## src/rtl/bist_ram_pkg.sv

```systemverilog
// Shared types and March C- element tables for the self-testing RAM.
// Element tables are indexed by element number: bit i describes element Ei.
package bist_ram_pkg;

  typedef enum logic [2:0] {
    StIdle,
    StWrOnly,
    StRd,
    StRdCmpWr,
    StRdCmp,
    StDone
  } state_t;

  localparam int unsigned MARCH_LEN = 6;

  localparam logic [2:0] E0 = 3'd0;
  localparam logic [2:0] E1 = 3'd1;
  localparam logic [2:0] E2 = 3'd2;
  localparam logic [2:0] E3 = 3'd3;
  localparam logic [2:0] E4 = 3'd4;
  localparam logic [2:0] E5 = 3'd5;

  localparam logic [MARCH_LEN-1:0] ELEM_DOWN    = 6'b011000;
  localparam logic [MARCH_LEN-1:0] ELEM_EXP_ONE = 6'b010100;
  localparam logic [MARCH_LEN-1:0] ELEM_WR_ONE  = 6'b001010;

  function automatic logic elem_down(input logic [2:0] e);
    return ELEM_DOWN[e];
  endfunction

  function automatic logic elem_exp_one(input logic [2:0] e);
    return ELEM_EXP_ONE[e];
  endfunction

  function automatic logic elem_wr_one(input logic [2:0] e);
    return ELEM_WR_ONE[e];
  endfunction

endpackage

```

## src/rtl/bist_ram_sp_ram.sv

```systemverilog
// Single-port RAM with registered, read-before-write output.
// Out-of-range addresses drop writes and read back zero.
module sp_ram #(
  parameter int unsigned DEPTH  = 4,
  parameter int unsigned WIDTH  = 2,
  parameter int unsigned AWIDTH = $clog2(DEPTH)
) (
  input  logic              clk,
  input  logic              rst_n,
  input  logic              we,
  input  logic [AWIDTH-1:0] addr,
  input  logic [WIDTH-1:0]  wdata,
  output logic [WIDTH-1:0]  rdata
);

  logic [DEPTH-1:0][WIDTH-1:0] mem;
  logic                        in_range;

  assign in_range = 32'(addr) < DEPTH;

  // Array contents are deliberately not reset.
  always_ff @(posedge clk) begin
    if (we && in_range) begin
      mem[addr] <= wdata;
    end
  end

  always_ff @(posedge clk or negedge rst_n) begin
    if (!rst_n) begin
      rdata <= '0;
    end else if (in_range) begin
      rdata <= mem[addr];
    end else begin
      rdata <= '0;
    end
  end

endmodule

```

## src/rtl/bist_ram.sv

```systemverilog
// Single-port RAM with an integrated March C- self-test controller.
// While the test runs the controller owns the RAM port; otherwise the functional port does.
module bist_ram
  import bist_ram_pkg::*;
#(
  parameter int unsigned DEPTH  = 4,
  parameter int unsigned WIDTH  = 2,
  parameter int unsigned AWIDTH = $clog2(DEPTH)
) (
  input  logic              clk,
  input  logic              rst_n,
  input  logic              wr,
  input  logic [AWIDTH-1:0] addr,
  input  logic [WIDTH-1:0]  din,
  output logic [WIDTH-1:0]  dout,
  input  logic              bist_start,
  output logic              bist_busy,
  output logic              bist_done,
  output logic              bist_fail,
  output logic [AWIDTH-1:0] fail_addr,
  output logic [2:0]        fail_elem
);

  localparam logic [AWIDTH-1:0] LAST = AWIDTH'(DEPTH - 1);

  state_t            state_q;
  logic [2:0]        elem_q;
  logic [AWIDTH-1:0] cnt_q;

  logic              active, cur_down, term, mismatch;
  logic [2:0]        elem_nxt;
  logic [WIDTH-1:0]  exp_w, wr_w;
  logic              ram_we;
  logic [AWIDTH-1:0] ram_addr;
  logic [WIDTH-1:0]  ram_wdata;

  always_comb begin
    active   = (state_q != StIdle) && (state_q != StDone);
    cur_down = elem_down(elem_q);
    elem_nxt = elem_q + 3'd1;
    term     = cur_down ? (cnt_q == '0) : (cnt_q == LAST);
    exp_w    = elem_exp_one(elem_q) ? '1 : '0;
    wr_w     = elem_wr_one(elem_q) ? '1 : '0;
    mismatch = (dout != exp_w);
    if (active) begin
      ram_addr  = cnt_q;
      ram_wdata = wr_w;
      // A failing compare suppresses its paired write.
      ram_we    = (state_q == StWrOnly) || ((state_q == StRdCmpWr) && !mismatch);
    end else begin
      ram_addr  = addr;
      ram_wdata = din;
      ram_we    = wr && !bist_start;
    end
  end

  sp_ram #(
    .DEPTH (DEPTH),
    .WIDTH (WIDTH),
    .AWIDTH(AWIDTH)
  ) u_ram (
    .clk  (clk),
    .rst_n(rst_n),
    .we   (ram_we),
    .addr (ram_addr),
    .wdata(ram_wdata),
    .rdata(dout)
  );

  always_ff @(posedge clk or negedge rst_n) begin
    if (!rst_n) begin
      state_q   <= StIdle;
      elem_q    <= E0;
      cnt_q     <= '0;
      bist_busy <= 1'b0;
      bist_done <= 1'b0;
      bist_fail <= 1'b0;
      fail_addr <= '0;
      fail_elem <= '0;
    end else begin
      unique case (state_q)
        StIdle, StDone: begin
          if (bist_start) begin
            state_q   <= StWrOnly;
            elem_q    <= E0;
            cnt_q     <= '0;
            bist_busy <= 1'b1;
            bist_done <= 1'b0;
            bist_fail <= 1'b0;
            fail_addr <= '0;
            fail_elem <= '0;
          end
        end
        StWrOnly: begin
          if (term) begin
            elem_q  <= E1;
            cnt_q   <= '0;
            state_q <= StRd;
          end else begin
            cnt_q <= cnt_q + 1'b1;
          end
        end
        StRd: state_q <= (elem_q == E5) ? StRdCmp : StRdCmpWr;
        StRdCmpWr, StRdCmp: begin
          if (mismatch) begin
            bist_fail <= 1'b1;
            fail_addr <= cnt_q;
            fail_elem <= elem_q;
            bist_busy <= 1'b0;
            bist_done <= 1'b1;
            state_q   <= StDone;
          end else if (term && (elem_q == E5)) begin
            bist_busy <= 1'b0;
            bist_done <= 1'b1;
            state_q   <= StDone;
          end else if (term) begin
            elem_q  <= elem_nxt;
            cnt_q   <= elem_down(elem_nxt) ? LAST : '0;
            state_q <= StRd;
          end else begin
            cnt_q   <= cur_down ? cnt_q - 1'b1 : cnt_q + 1'b1;
            state_q <= StRd;
          end
        end
        default: state_q <= StIdle;
      endcase
    end
  end

endmodule
```

## config.mk

```make
export PLATFORM = sky130hd
export DESIGN_NAME = bist_ram
export DESIGN_NICKNAME = d
export VERILOG_FILES = /design/src/rtl/bist_ram_pkg.sv /design/src/rtl/bist_ram_sp_ram.sv /design/src/rtl/bist_ram.sv
export SDC_FILE = /design/constraint.sdc
export NUM_CORES = 1
export LEC_CHECK = 0
export CAP_MARGIN = 10
export CORE_UTILIZATION = 46
export DETAILED_ROUTE_END_ITERATION = 6
export PLACE_DENSITY_LB_ADDON = 0.08
export SKIP_LAST_GASP = 1
export SLEW_MARGIN = 20
export SYNTH_ARGS = -nofsm -noshare
export SYNTH_HDL_FRONTEND = slang
export SYNTH_HIERARCHICAL = 1
export SYNTH_SLANG_ARGS = --single-unit
```

## constraint.sdc

```tcl
create_clock -name clk -period 3.2 [get_ports clk]
set_clock_uncertainty 0.05 [all_clocks]
set_input_delay 0.64 -clock clk [delete_from_list [all_inputs] [get_ports clk]]
set_output_delay 0.64 -clock clk [all_outputs]
set_load 0.02 [all_outputs]
```

==> results of run 1 <==
cells by family (layout without fill, tap and decap cells):
kind of cell,after synthesis,in the layout
AO/OA/AOI/OAI,57,57
adder cells (fa/ha/maj),7,7
XOR/XNOR,1,1
buffers and inverters,14,30
multiplexers,5,5
flip-flops,26,26
AND/OR/NAND/NOR,51,51
Yosys cell counts, drive strengths merged (2+ instances only):
master,instances,area [um2]
buf,2,16.3
ha,5,62.6
mux2i,2,20.0
o221ai,2,17.5
o21ai,14,70.1
and3b,2,20.0
nor2,11,41.3
dfrtp,18,450
a21oi,10,72.6
nand2,18,67.6
a22oi,4,30.0
o22ai,3,18.8
o31a,2,17.5
mux4,2,52.6
nor3,3,15.0
inv,7,26.3
a221oi,2,17.5
a21o,3,22.5
a22o,6,52.6
nand3,4,20.0
nand2b,3,18.8
nor2b,2,12.5
o21a,4,30.0
clkbuf,5,18.8
edfxtp,8,240
maj3,2,20.0
sequential cells by signal (all words and copies together) (netlist names):
register and flops:
u_ram/mem 8, elem_q 3, fail_elem 3, state_q 3
cnt_q 2, fail_addr 2, u_ram/rdata 2, bist_busy 1
bist_done 1, bist_fail 1
worst paths after layout:
kind / to / from / slack, ps
worst min-delay path: bist_fail / bist_fail / 450
min in group asynchronous: elem_q[2] / rst_n / 710
max in group asynchronous: bist_fail / rst_n / 1880
worst min register to register: bist_fail / bist_fail / 450
worst max register to register: u_ram/mem[0] / elem_q[0] / 550
worst max-delay path: u_ram/mem[0] / elem_q[0] / 550
final cells by class:
type	count	area, um2	share of cell area (%)
inverters	7	26.3	1.42
well taps	44	55.1	2.98
clock inverters	1	30.0	1.63
multi-input cells	121	836	45.3
repair buffers	19	185	10.0
flip-flops and latches	26	691	37.4
clock buffers	3	22.5	1.22
report_power, final:
| part | internal, mW | total [mW] | switching [mW] |
|---|---|---|---|
| Clock | 0.127 | 0.228 | 0.102 |
| Sequential | 0.472 | 0.546 | 0.0741 |
| Combinational | 0.411 | 0.965 | 0.554 |
metal layers:
layer,share of wire [%],GRT usage [%],wire length (um),vias up
met3,5.4,2.56,179,2
li1,-,-,-,634
met4,0.45,5.84,15,0
met1,46,28.1,1540,630
met2,48,33.1,1610,37
met5,0,0,0,-
worst max-delay path: stages, from the launching register on:
cell and delay [ps]:
dfrtp_1 530, inv_1 170, ha_1 230, or2_0 250, a211o_1 370, nand2_1 150, nand2_1 70, o21ai_0 140
nor3b_1 370
layout by cell type (no fill, tap or decap), types with 4 or more instances in the layout:
master           instances
clkdlybuf4s50_1         17
a22o_1                   6
inv_1                    7
edfxtp_1                 8
o21ai_0                 12
o21a_1                   4
ha_1                     5
a22oi_1                  4
nor2_1                  11
nand2_1                 18
dfrtp_1                 18
nand3_1                  4
a21oi_1                  8
per-stage QoR:
step / utilization (%) / power (mW)
CTS: 58.5 / 1.74
floorplan: - / 1.25
global placement: 56.9 / 1.50
global route: 58.5 / 1.87
detailed placement: 56.9 / 1.51
finish: 58.5 / 1.74
==> results.py, run 1 <==
metrics = {
    "status": {
        "outcome": "completed",
    },
    "timing": {
        "slew_violations": 0,
        "rsz0062_at_grt": "false",
        "hold_viol_final": 0,
        "post-route-min-period_ps": 2650,
        "fin_crit_sh_pct": 83.0,
        "worst_hold_slack_ps": 447,
        "slew-limit-headroom_pct": 46.1,
        "setup_slack_ps": 545,
        "fmax_ghz": 0.377,
        "fin_setup_tns_ps": 0,
        "worst_slew_pin_slew_ps": 806,
        "finalSetupViolCount": 0,
    },
    "cells_and_area": {
        "instances_no_fill": 221,
        "antenna_cells": 0,
        "drive_gt1_share_pct": 7.34,
        "nets": 191,
        "area_growth_pct": 16.2,
        "fin_area_um2": 1850,
        "fill_cells": 282,
    },
    "place": {
        "place_congestion": 0.842,
        "dp.cells": 217,
        "portBuffers": 17,
        "placedInstanceArea_um2": 1790,
        "dp_worst_setup_slack_ps": 486,
        "dp_hpwl_mm": 2.54,
    },
    "global_routing": {
        "grt_usage_pct": 20.2,
        "grt_pass1_wl_mm": 5.49,
        "antenna_found_initial": 0,
        "grt_max_degree": 24,
        "grt_pass1_vias": 1217,
        "grt-ovfl-total": 0,
    },
    "logic_synthesis": {
        "syn-num-nets": 174,
        "synth_mux_area_share_pct": 5.28,
        "syn_area_um2": 1590,
        "synth_cell_types": 46,
        "synth-edff-count": 8,
        "synth-xor-area-share_pct": 0.552,
        "synth_warnings": 6,
        "synth_seq_cells": 26,
        "synthSimpleGateAreaFrac_pct": 15.7,
        "synth_compound_area_share_pct": 25.9,
        "yosys.area_share.adder_pct": 5.20,
        "yosysSeqAreaShare_pct": 43.5,
        "async_flop_share_pct": 69.2,
        "synth_top_family_by_area": "compound AO/OA/AOI/OAI gates",
        "syn_avg_cell_area_um2": 9.86,
        "netlist_instances": 161,
        "synthFlopType": "dfrtp_1",
    },
    "worst_setup_path": {
        "arrival_ps": 2610,
        "worstPathRequired_ps": 3160,
        "startpoint_type": "flip-flop",
        "cp_max_fo": 8,
        "critPathKind": "flip-flop to flip-flop",
        "critPathCaptureType": "flip-flop",
        "ff2ff_path_depth": 8,
    },
    "min_path": {
        "whs_path_depth": 1,
        "min_path_type": "flip-flop to flip-flop",
    },
    "die": {
        "num_rows": 20,
        "die_h_um": 60.8,
        "ios": 18,
        "fp.dieW_um": 60.8,
        "start_util_pct": 50.4,
        "core_area_um2": 3150,
        "die-area_um2": 3690,
    },
    "detailed_routing": {
        "ant_nets": 0,
        "wl_per_cell_um": 15.1,
        "via_per_inst": 5.90,
        "remaining_drc_errors": 0,
        "dr_total_vias": 1303,
        "drt_iter0_markers": 58,
        "drtPass1Iterations": 4,
        "wl_mm": 3.35,
    },
    "run": {
        "cap_violations": 0,
    },
    "power": {
        "ir_drop_mv": 0.435,
        "p_leak_nw": 0.762,
        "powerDensity_nw_per_um2": 942,
    },
    "cts": {
        "cts_resized": 0,
        "insertion_delay_ps": 320,
        "cts_tree": "built",
        "cts-buffers-inserted": 3,
        "cts_root_buf": "clkbuf_4",
        "clk_pin_slew_worst_paths_ps": 150,
        "clock_path_buffers": 2,
        "cts_setup_buffers": 0,
        "cts_sinks": 26,
        "ctsHoldBuffers": 0,
        "ctsHtreeMaxLevel": 1,
    },
}
(Power assumes the default switching activity.)
==> run 2: changes to the inputs <==
- clock period: 3.2 -> 2.25 ns (I/O delays scaled with it)
==> run 2 against run 1 <==
Effect of this change: global-route usage up 2.9 points; clock power is 46% higher; clock-buffer cell count is the same; combinational power grew 76%; first-iteration DRC count increased by 55%; total power rose by 61%; setup slack got worse by 470 ps; sequential share of layout area down 3.5 points; maximum frequency rose by 22%; critical path type unchanged; critical endpoint is now fail_addr[0]; utilization increased by 6.2 points.
==> results.py, run 2 (same netlist as run 1, synthesis figures left out) <==
metrics = {
    "place": {
        "dp_hpwl_mm": 2.86,
        "portBuffers": 17,
        "place_congestion": 0.862,
        "dp_worst_setup_slack_ps": -153,
    },
    "cts": {
        "insertion_delay_ps": 340,
        "cts_tree": "built",
        "clk_pin_slew_worst_paths_ps": 160,
        "ctsHoldBuffers": 0,
        "ctsHtreeMaxLevel": 1,
        "cts_root_buf": "clkbuf_4",
        "cts-buffers-inserted": 3,
        "clock_path_buffers": 2,
        "cts_sinks": 26,
    },
    "detailed_routing": {
        "drtPass1Iterations": 4,
        "remaining_drc_errors": 0,
        "dr_total_vias": 1380,
        "wl_per_cell_um": 15.7,
        "wl_mm": 3.78,
        "ant_nets": 0,
        "via_per_inst": 5.75,
        "drt_iter0_markers": 90,
    },
    "timing": {
        "setup_slack_ps": 72.8,
        "fin_setup_tns_ps": 0,
        "finalSetupViolCount": 0,
        "slew_violations": 0,
        "fmax_ghz": 0.459,
        "fin_crit_sh_pct": 96.8,
        "post-route-min-period_ps": 2180,
        "slew-limit-headroom_pct": 67.7,
        "worst_hold_slack_ps": 354,
        "worst_slew_pin_slew_ps": 482,
        "hold_viol_final": 0,
    },
    "min_path": {
        "min_path_type": "input pin to asynchronous set/reset pin",
    },
    "cells_and_area": {
        "largest_reg_flops": 8,
        "post-route-util_pct": 64.8,
        "drive_gt1_share_pct": 21.9,
        "largest-register": "u_ram/mem",
        "multi_input_area_um2": 885,
        "fill_cells": 277,
        "nets": 210,
        "antenna_cells": 0,
        "regArea_um2": 692,
        "area_growth_pct": 28.6,
        "final_cell_mix": "buf_4, nand2_1, dfrtp_1, clkdlybuf4s50_1",
        "layout.cells.most_common": "buf_4",
    },
    "global_routing": {
        "grt_usage_pct": 23.1,
        "met1_usage_pct": 30.4,
        "grt_use_met3_pct": 2.99,
        "grt-ovfl-total": 0,
        "grt_max_degree": 24,
        "top_usage_layer": "met2",
        "use_met2_pct": 39.2,
        "grt_pass1_vias": 1357,
        "antenna_found_initial": 0,
        "grt_pass1_wl_mm": 6.27,
    },
    "worst_setup_path": {
        "startpoint_type": "flip-flop",
        "critPathKind": "flip-flop to flip-flop",
        "critPathSlowestCell": "dfrtp_2",
        "critPathCaptureType": "flip-flop",
        "worstPathRequired_ps": 2470,
        "crit_chain": "inv_1 > ha_2 > or2_1 > a211o_4 > nand2_2 > buf_4 > o22ai_1 > a22oi_1 > buf_4 > a22o_1",
        "cpPeakStageDelay_ps": 390,
        "cp_common_cell": "buf_4",
        "arrival_ps": 2400,
        "cp_max_fo": 6,
    },
    "die": {
        "fp.dieW_um": 60.8,
        "core_area_um2": 3150,
        "num_rows": 20,
        "start_util_pct": 50.4,
        "die_h_um": 60.8,
        "die-area_um2": 3690,
        "ios": 18,
    },
    "status": {
        "outcome": "completed",
    },
    "power": {
        "powerDensity_nw_per_um2": 1370,
        "p_leak_nw": 0.865,
        "ir_drop_mv": 0.762,
    },
    "run": {
        "cap_violations": 0,
    },
}
==> run 2: changes by cell type in the layout (fill, tap and decap cells not counted), sizes merged <==
| cell | change |
|---|---|
| buf | +19 |
==> run 2: worst paths after layout <==
| check | slack (ps) | endpoint | startpoint | cells after the start |
|---|---|---|---|---|
| worst min-delay path | 350 | elem_q[2] | rst_n | 1 |
| worst max register to register | 70 | fail_addr[0] | elem_q[0] | 10 |
| worst min register to register | 450 | bist_fail | bist_fail | 1 |
| max in group asynchronous | 1280 | u_ram/rdata[0] | rst_n | 2 |
| min in group clk | 450 | bist_fail | bist_fail | 1 |
| worst max-delay path | 70 | fail_addr[0] | elem_q[0] | 10 |
==> run 2: final cells by class <==
cell class | count | area share [%]
sequential | 26 | 33.9
clock buffer | 3 | 1.10
clock inverter | 1 | 1.47
tap | 44 | 2.70
inverter | 7 | 1.29
timing repair buffer | 38 | 16.2
multi-input combinational | 121 | 43.3
==> run 2: power breakdown <==
part / internal [mW] / switching (mW) / leakage [nW]
Combinational: 0.799 / 0.901 / 0.530
Sequential: 0.672 / 0.102 / 0.307
Clock: 0.180 / 0.153 / 0.0279
Total: 1.65 / 1.16 / 0.865
==> run 2: timing repair <==
item | 4_1_cts | 5_1_grt
setup endpoints to repair | 2 | 23
pin swaps | 0 | 6
cloned | 0 | 0
buffers inserted | 0 | 2
resized for setup | 1 | 15
==> run 2: through the flow <==
stage	area, um2	instances	power, mW
floorplan	1590	161	1.78
global placement	1920	234	2.29
detailed placement	1920	234	2.34
CTS	1980	238	2.68
global route	2040	240	3.00
finish	2040	240	2.81
==> run 2: routing by layer <==
layer / vias up / share of wire (%) / wire [um]
met4: 0 / 1.8 / 69
met3: 8 / 3.4 / 127
met5: - / 0 / 0
met2: 35 / 51 / 1940
li1: 672 / - / -
met1: 665 / 44 / 1650
==> run 2: worst max-delay path: cells and delay by family (launching register included) <==
kind | cells | cell delay [ps]
buf+inv | 3 | 360
flops | 1 | 390
simple gates | 2 | 320
fa+ha+maj | 1 | 180
compound gates | 4 | 810
